### config.mk
export PLATFORM = sky130hd
export DESIGN_NAME = flash_lock_verify
export DESIGN_NICKNAME = d
export VERILOG_FILES = /design/src/rtl/flash_lock_verify_pkg.sv /design/src/rtl/flash_lock_verify_spi_frame16.sv /design/src/rtl/flash_lock_verify.sv
export SDC_FILE = /design/constraint.sdc
export NUM_CORES = 1
export LEC_CHECK = 0
export CAP_MARGIN = 30
export CORE_MARGIN = 2
export CORE_UTILIZATION = 62
export DETAILED_ROUTE_END_ITERATION = 10
export PLACE_DENSITY = 0.9
export SETUP_SLACK_MARGIN = 0.3
export SYNTH_ARGS = -nofsm -noshare
export SYNTH_HDL_FRONTEND = slang
export SYNTH_HIERARCHICAL = 1
export SYNTH_SLANG_ARGS = --single-unit
### constraint.sdc
create_clock -name clk -period 7.2 [get_ports clk]
set_clock_uncertainty 0.2 [all_clocks]
set_input_delay 1.44 -clock clk [delete_from_list [all_inputs] [get_ports clk]]
set_output_delay 1.44 -clock clk [all_outputs]
set_load 0.005 [all_outputs]
### src/rtl/flash_lock_verify_pkg.sv
// Shared flash SPI constants, status-register packing and state encodings
// used by the lock writer / lock verifier pair.
`default_nettype none

package flash_lock_verify_pkg;

    localparam logic [7:0] FLASH_CMD_RDSR1 = 8'h05;
    localparam logic [7:0] FLASH_CMD_RDSR2 = 8'h35;
    localparam logic [7:0] FLASH_CMD_WREN  = 8'h06;
    localparam logic [7:0] FLASH_CMD_WRSR  = 8'h01;

    localparam int SR_WORD_BITS = 16;

    typedef enum logic [2:0] {
        IDLE     = 3'd0,
        CS_SETUP = 3'd1,
        SHIFT    = 3'd2,
        CS_HOLD  = 3'd3,
        GAP      = 3'd4,
        DONE     = 3'd5
    } verify_state_e;

    typedef enum logic [1:0] {
        F_IDLE  = 2'd0,
        F_SETUP = 2'd1,
        F_SHIFT = 2'd2,
        F_HOLD  = 2'd3
    } frame_state_e;

    // Status word layout shared with the lock writer: SR2 in the upper byte.
    function automatic logic [SR_WORD_BITS-1:0] pack_sr(input logic [7:0] sr2,
                                                        input logic [7:0] sr1);
        return {sr2, sr1};
    endfunction

endpackage

`default_nettype wire

### src/rtl/flash_lock_verify_spi_frame16.sv
// One chip-select framed SPI mode-0 exchange: 8 opcode bits out, 8 response
// bits in, MSB first, with SCK half-period of clk_div+1 clk cycles.
`default_nettype none

module flash_lock_verify_spi_frame16
    import flash_lock_verify_pkg::*;
(
    input  logic       clk,
    input  logic       rst,
    input  logic       start,
    input  logic [7:0] tx_byte,
    input  logic [3:0] clk_div,
    input  logic       spi_miso,
    output logic [7:0] rx_byte,
    output logic       setup_end,
    output logic       shift_end,
    output logic       done,
    output logic       spi_clk,
    output logic       spi_mosi,
    output logic       spi_cs_n
);

    frame_state_e state;
    frame_state_e state_nx;

    logic [3:0] div_cnt;
    logic [4:0] half_cnt;
    logic [7:0] tx_sr;
    logic [7:0] rx_sr;
    logic       tick;

    assign tick      = (div_cnt == clk_div);
    assign setup_end = (state == F_SETUP) && tick;
    assign shift_end = (state == F_SHIFT) && tick && (half_cnt == 5'd31);
    assign done      = (state == F_HOLD) && tick;
    assign rx_byte   = rx_sr;

    always_ff @(posedge clk or posedge rst) begin
        if (rst) begin
            state <= F_IDLE;
        end else begin
            state <= state_nx;
        end
    end

    always_comb begin
        state_nx = state;
        case (state)
            F_IDLE:  if (start)     state_nx = F_SETUP;
            F_SETUP: if (tick)      state_nx = F_SHIFT;
            F_SHIFT: if (shift_end) state_nx = F_HOLD;
            F_HOLD:  if (tick)      state_nx = F_IDLE;
            default:                state_nx = F_IDLE;
        endcase
    end

    // Even half-periods are SCK high, odd are low; response bits arrive on
    // rises 8..15 (zero-based), i.e. at the ends of odd halves 15..29.
    always_ff @(posedge clk or posedge rst) begin
        if (rst) begin
            div_cnt  <= 4'd0;
            half_cnt <= 5'd0;
            tx_sr    <= 8'd0;
            rx_sr    <= 8'd0;
            spi_clk  <= 1'b0;
            spi_mosi <= 1'b0;
            spi_cs_n <= 1'b1;
        end else begin
            case (state)
                F_IDLE: begin
                    if (start) begin
                        spi_cs_n <= 1'b0;
                        spi_mosi <= tx_byte[7];
                        tx_sr    <= {tx_byte[6:0], 1'b0};
                        div_cnt  <= 4'd0;
                    end
                end
                F_SETUP: begin
                    if (tick) begin
                        div_cnt  <= 4'd0;
                        half_cnt <= 5'd0;
                        spi_clk  <= 1'b1;
                    end else begin
                        div_cnt <= div_cnt + 4'd1;
                    end
                end
                F_SHIFT: begin
                    if (tick) begin
                        div_cnt <= 4'd0;
                        if (half_cnt != 5'd31) begin
                            half_cnt <= half_cnt + 5'd1;
                            if (!half_cnt[0]) begin
                                spi_clk  <= 1'b0;
                                spi_mosi <= tx_sr[7];
                                tx_sr    <= {tx_sr[6:0], 1'b0};
                            end else begin
                                spi_clk <= 1'b1;
                                if (half_cnt >= 5'd15) begin
                                    rx_sr <= {rx_sr[6:0], spi_miso};
                                end
                            end
                        end
                    end else begin
                        div_cnt <= div_cnt + 4'd1;
                    end
                end
                F_HOLD: begin
                    if (tick) begin
                        div_cnt  <= 4'd0;
                        spi_cs_n <= 1'b1;
                        spi_mosi <= 1'b0;
                    end else begin
                        div_cnt <= div_cnt + 4'd1;
                    end
                end
                default: begin
                    div_cnt <= 4'd0;
                end
            endcase
        end
    end

endmodule

`default_nettype wire

### src/rtl/flash_lock_verify.sv
// Reads flash SR1 then SR2 over SPI and compares {SR2,SR1} against the
// expected lock configuration under a bit mask.
`default_nettype none

module flash_lock_verify
    import flash_lock_verify_pkg::*;
#(
    parameter logic [15:0] LOCK_DATA  = 16'h0000,
    parameter logic [15:0] LOCK_MASK  = 16'hFFFF,
    parameter int          CLK_DIV    = 0,
    parameter int          GAP_CYCLES = 8
) (
    input  logic        clk,
    input  logic        rst,
    input  logic        go,
    output logic        rdy,
    output logic        busy,
    output logic        match,
    output logic [15:0] sr_data,
    output logic        spi_mosi,
    input  logic        spi_miso,
    output logic        spi_clk,
    output logic        spi_cs_n
);

    localparam int              GAP_W    = (GAP_CYCLES > 1) ? $clog2(GAP_CYCLES) : 1;
    localparam logic [GAP_W-1:0] GAP_LAST = GAP_W'(GAP_CYCLES - 1);
    localparam logic [3:0]      DIV      = 4'(CLK_DIV);

    verify_state_e state;
    verify_state_e state_nx;

    logic             accept;
    logic             second;
    logic [GAP_W-1:0] gap_cnt;
    logic [7:0]       sr1_q;
    logic             gap_end;
    logic             idle_like;

    logic             start_frame;
    logic [7:0]       tx_byte;
    logic [7:0]       rx_byte;
    logic             setup_end;
    logic             shift_end;
    logic             frame_done;
    logic [15:0]      sr_word;

    assign idle_like = (state == IDLE) || (state == DONE);
    assign gap_end   = (state == GAP) && (gap_cnt == GAP_LAST);
    assign tx_byte   = (state == GAP) ? FLASH_CMD_RDSR2 : FLASH_CMD_RDSR1;
    assign sr_word   = pack_sr(rx_byte, sr1_q);

    flash_lock_verify_spi_frame16 u_frame (
        .clk       (clk),
        .rst       (rst),
        .start     (start_frame),
        .tx_byte   (tx_byte),
        .clk_div   (DIV),
        .spi_miso  (spi_miso),
        .rx_byte   (rx_byte),
        .setup_end (setup_end),
        .shift_end (shift_end),
        .done      (frame_done),
        .spi_clk   (spi_clk),
        .spi_mosi  (spi_mosi),
        .spi_cs_n  (spi_cs_n)
    );

    always_ff @(posedge clk or posedge rst) begin
        if (rst) begin
            state <= IDLE;
        end else begin
            state <= state_nx;
        end
    end

    always_comb begin
        state_nx    = state;
        busy        = 1'b1;
        rdy         = 1'b0;
        start_frame = 1'b0;
        case (state)
            IDLE: begin
                busy = 1'b0;
                if (accept) begin
                    state_nx    = CS_SETUP;
                    start_frame = 1'b1;
                end
            end
            DONE: begin
                busy = 1'b0;
                rdy  = 1'b1;
                if (accept) begin
                    state_nx    = CS_SETUP;
                    start_frame = 1'b1;
                end
            end
            CS_SETUP: if (setup_end) state_nx = SHIFT;
            SHIFT:    if (shift_end) state_nx = CS_HOLD;
            CS_HOLD:  if (frame_done) state_nx = second ? DONE : GAP;
            GAP: begin
                if (gap_end) begin
                    state_nx    = CS_SETUP;
                    start_frame = 1'b1;
                end
            end
            default: state_nx = IDLE;
        endcase
    end

    // go is only registered while idle, so a request landing on the edge
    // that completes a run (state still CS_HOLD) is dropped.
    always_ff @(posedge clk or posedge rst) begin
        if (rst) begin
            accept  <= 1'b0;
            second  <= 1'b0;
            gap_cnt <= '0;
            sr1_q   <= 8'd0;
            sr_data <= 16'd0;
            match   <= 1'b0;
        end else begin
            accept <= go && idle_like;
            if (idle_like && accept) begin
                match  <= 1'b0;
                second <= 1'b0;
            end
            if (state == GAP) begin
                gap_cnt <= gap_cnt + 1'b1;
            end else begin
                gap_cnt <= '0;
            end
            if (gap_end) begin
                second <= 1'b1;
            end
            if ((state == CS_HOLD) && frame_done) begin
                if (second) begin
                    sr_data <= sr_word;
                    match   <= (((sr_word ^ LOCK_DATA) & LOCK_MASK) == 16'h0000);
                end else begin
                    sr1_q <= rx_byte;
                end
            end
        end
    end

endmodule

`default_nettype wire

==> metrics.cfg <==
[status]
status=finished, final reports clean

[die]
fp.coreArea_um2=5010
pin_count=26
start_util_pct=63.3
die_h_um=75.5
die_area_um2=5710
die_w_um=75.5
core.rowCount=26

[clock_tree]
htree_levels=3
cts_setup_buffers=0
cts_tree=yes
cts_sinks=62
hold_buffers=0
clk_pin_slew_ps=60
clk-insertion-delay-late_ps=340
cts_root_buffer=clkbuf_8
cts_resized=0
clock_path_buffers=2
cts-buffers-inserted=9

[global_route]
grt_pass1_vias=2162
track_usage_pct=25.2
grt_max_degree=30
grt-ovfl-total=0
grt_antenna_before_repair=0
grt_pass1_wl_mm=10.4

[drt]
num_vias=2186
drt_iter0_markers=93
drt-wirelength-per-cell_um=17.3
first_pass_iters=4
wirelength_mm=6.40
via_per_inst=5.91
drc=0
final_antenna_net_count=0

[placement]
post-place-ws_ps=4040
hpwlAfterDp_mm=4.57
port_buffers=25
place.gp.congestion=0.816
post-place-cells=355

[synth]
yosysWarnings=6
ys_top_cells_by_count=dfrtp_1 (61), mux2_2 (23), inv_1 (16)
syn_inst=262
netlist_area_um2=3170
synthFlopType=dfrtp_1
yosysTopAreaCellShare_pct=48.1
synth_edf_count=0
syn_area_per_cell_um2=12.1
synth_area_leader_cell=dfrtp_1
async_flop_share_pct=100
seq_area_frac_synth_pct=48.9
ys_types=59
synth_area_leaders=dfrtp_1 (48%), mux2_2 (8.2%), ha_1 (4.7%), mux2_4 (4.3%), o221a_1 (2.1%)
synth_most_common_cell=dfrtp_1
synth-seq-cells=62

[job]
max_cap_violations=0

[timing]
finalCritPeriodShare_pct=48.9
layout_setup_ws_ps=3680
hold_viol=0
setup_viol=0
period_minus_slack_ps=3520
worst_pin_slew_ps=919
slew_viol_final=0
relSlewSlack_pct=38.7
fin_hold_ws_ps=244
clock.fmax_mhz=284
rsz0062_at_grt=no
fin_setup_tns_ps=0

[setup_path]
start_kind=register
crit_fanout=12
crit_arrival_ps=1880
worstPathCellList=xor2_1 > or2_2 > clkdlybuf4s50_1
worst-path-buf-inv=1
cpLargestDelayFamily=flip-flops
worstSetupPathType=register to primary output
setup.worst_path.end_class=primary output
slowest_delay_ps=590
crit_slowest_cell=dfrtp_1
critical_path_required_ps=5560
crit_cells=3
rr_worst_depth=7

[layout]
nFillCells=362
seq_area_um2=1550
drive_gt1_share_pct=20.7
area_growth_pct=15.3
final_cells=370
antenna_cells=0
multi_input_area_um2=1510
finalNetCount=312

[min_path]
holdCritPathClass=register to register
min_path_cells=1

[power]
power_density_nw_per_um2=291
p_leak_nw=1.75
max-vdd-ir-drop_uv=251
total_power_mw=1.06

## layout by cell type, fill, tap and decap left out, types with 2 or more instances in the layout
master | netlist | final
or3_1 | 8 | 8
a21oi_1 | 4 | 4
nor2b_1 | 3 | 3
nor4_1 | 6 | 6
o21ai_0 | 8 | 8
o221ai_1 | 2 | 2
and3_1 | 4 | 4
a221oi_1 | 2 | 2
a22o_1 | 4 | 4
nor2_1 | 7 | 7
xnor2_2 | 4 | 4
conb_1 | 2 | 10
clkdlybuf4s50_1 | 0 | 25
mux2_2 | 23 | 23
or2_2 | 3 | 3
a211oi_1 | 3 | 3
a31oi_1 | 3 | 3
o31ai_1 | 5 | 5
clkinvlp_4 | 0 | 2
ha_1 | 12 | 12
and3b_1 | 2 | 2
nand2_1 | 14 | 14
clkbuf_8 | 0 | 11
and2_1 | 3 | 3
inv_1 | 16 | 16
dfrtp_1 | 61 | 61
mux2_4 | 9 | 9
nand2b_1 | 4 | 4
or4_1 | 2 | 2
nand3b_1 | 2 | 2
nor3_1 | 2 | 2
o221a_1 | 6 | 6
## power by group
part	internal, mW	leakage (nW)	switching (mW)
Clock	0.141	0.0845	0.129
Combinational	0.151	0.837	0.176
Sequential	0.403	0.824	0.0641
Total	0.695	1.75	0.368
## kinds of logic after synthesis
kind of cell	share of synthesized area, %
buffers and inverters	4.38
XOR/XNOR	2.33
multiplexers	12.7
other	0.237
adder cells (fa/ha/maj)	4.73
AND/OR/NAND/NOR	14.4
flip-flops	48.9
AO/OA/AOI/OAI	12.3
## sequential cells by signal (all words and copies together) (netlist names)
register          cells
state                 3
match                 1
accept                1
second                1
u_frame/div_cnt       4
sr_data              16
sr1_q                 8
u_frame/spi_mosi      1
u_frame/state         2
u_frame/half_cnt      5
u_frame/rx_byte       8
u_frame/tx_sr         7
gap_cnt               3
u_frame/spi_cs_n      1
u_frame/spi_clk       1
## path summary, 6_finish.rpt
check | endpoint | slack [ps] | start
max | busy | 3680 | state[0]$_DFFE_PP0P_
max reg2reg | u_frame/rx_byte[0]$_DFFE_PP0P_ | 4200 | u_frame/half_cnt[0]$_DFFE_PP0P_
max in group asynchronous | u_frame/div_cnt[3]$_DFFE_PP0P_ | 4970 | rst
min in group asynchronous | sr_data[9]$_DFFE_PP0P_ | 1130 | rst
min reg2reg | gap_cnt[0]$_DFF_PP0_ | 240 | gap_cnt[0]$_DFF_PP0_
min | gap_cnt[0]$_DFF_PP0_ | 240 | gap_cnt[0]$_DFF_PP0_
## area by class of cell
class                   count  area share, %
flip-flops and latches     62           42.4
repair buffers             27           7.45
multi-input cells         180           41.3
clock inverters             3          0.547
well taps                  70           2.39
clock buffers              12           4.24
inverters                  16           1.64
## per-layer routing
| layer | GRT usage (%) | share of wire (%) | up-vias |
|---|---|---|---|
| met5 | 0 | 0 | - |
| met4 | 8.97 | 1.3 | 0 |
| met3 | 7.80 | 4.5 | 8 |
| met2 | 40.5 | 52 | 51 |
| met1 | 32.5 | 43 | 1107 |
| li1 | - | - | 1020 |
## stage by stage
stage | util (%) | area (µm²)
floorplan | - | 3200
global placement | 69.3 | 3470
detailed placement | 69.6 | 3480
CTS | 73.1 | 3660
global route | 73.1 | 3660
finish | 73.1 | 3660
## worst reg2reg max path, delay by kind of cell (launching register included)
| kind | cells | cell delay, ps |
|---|---|---|
| flip-flops | 1 | 490 |
| adder cells (fa/ha/maj) | 2 | 640 |
| AND/OR/NAND/NOR | 3 | 960 |
| multiplexers | 1 | 410 |
| buffers and inverters | 1 | 180 |
(Power assumes the default switching activity.)
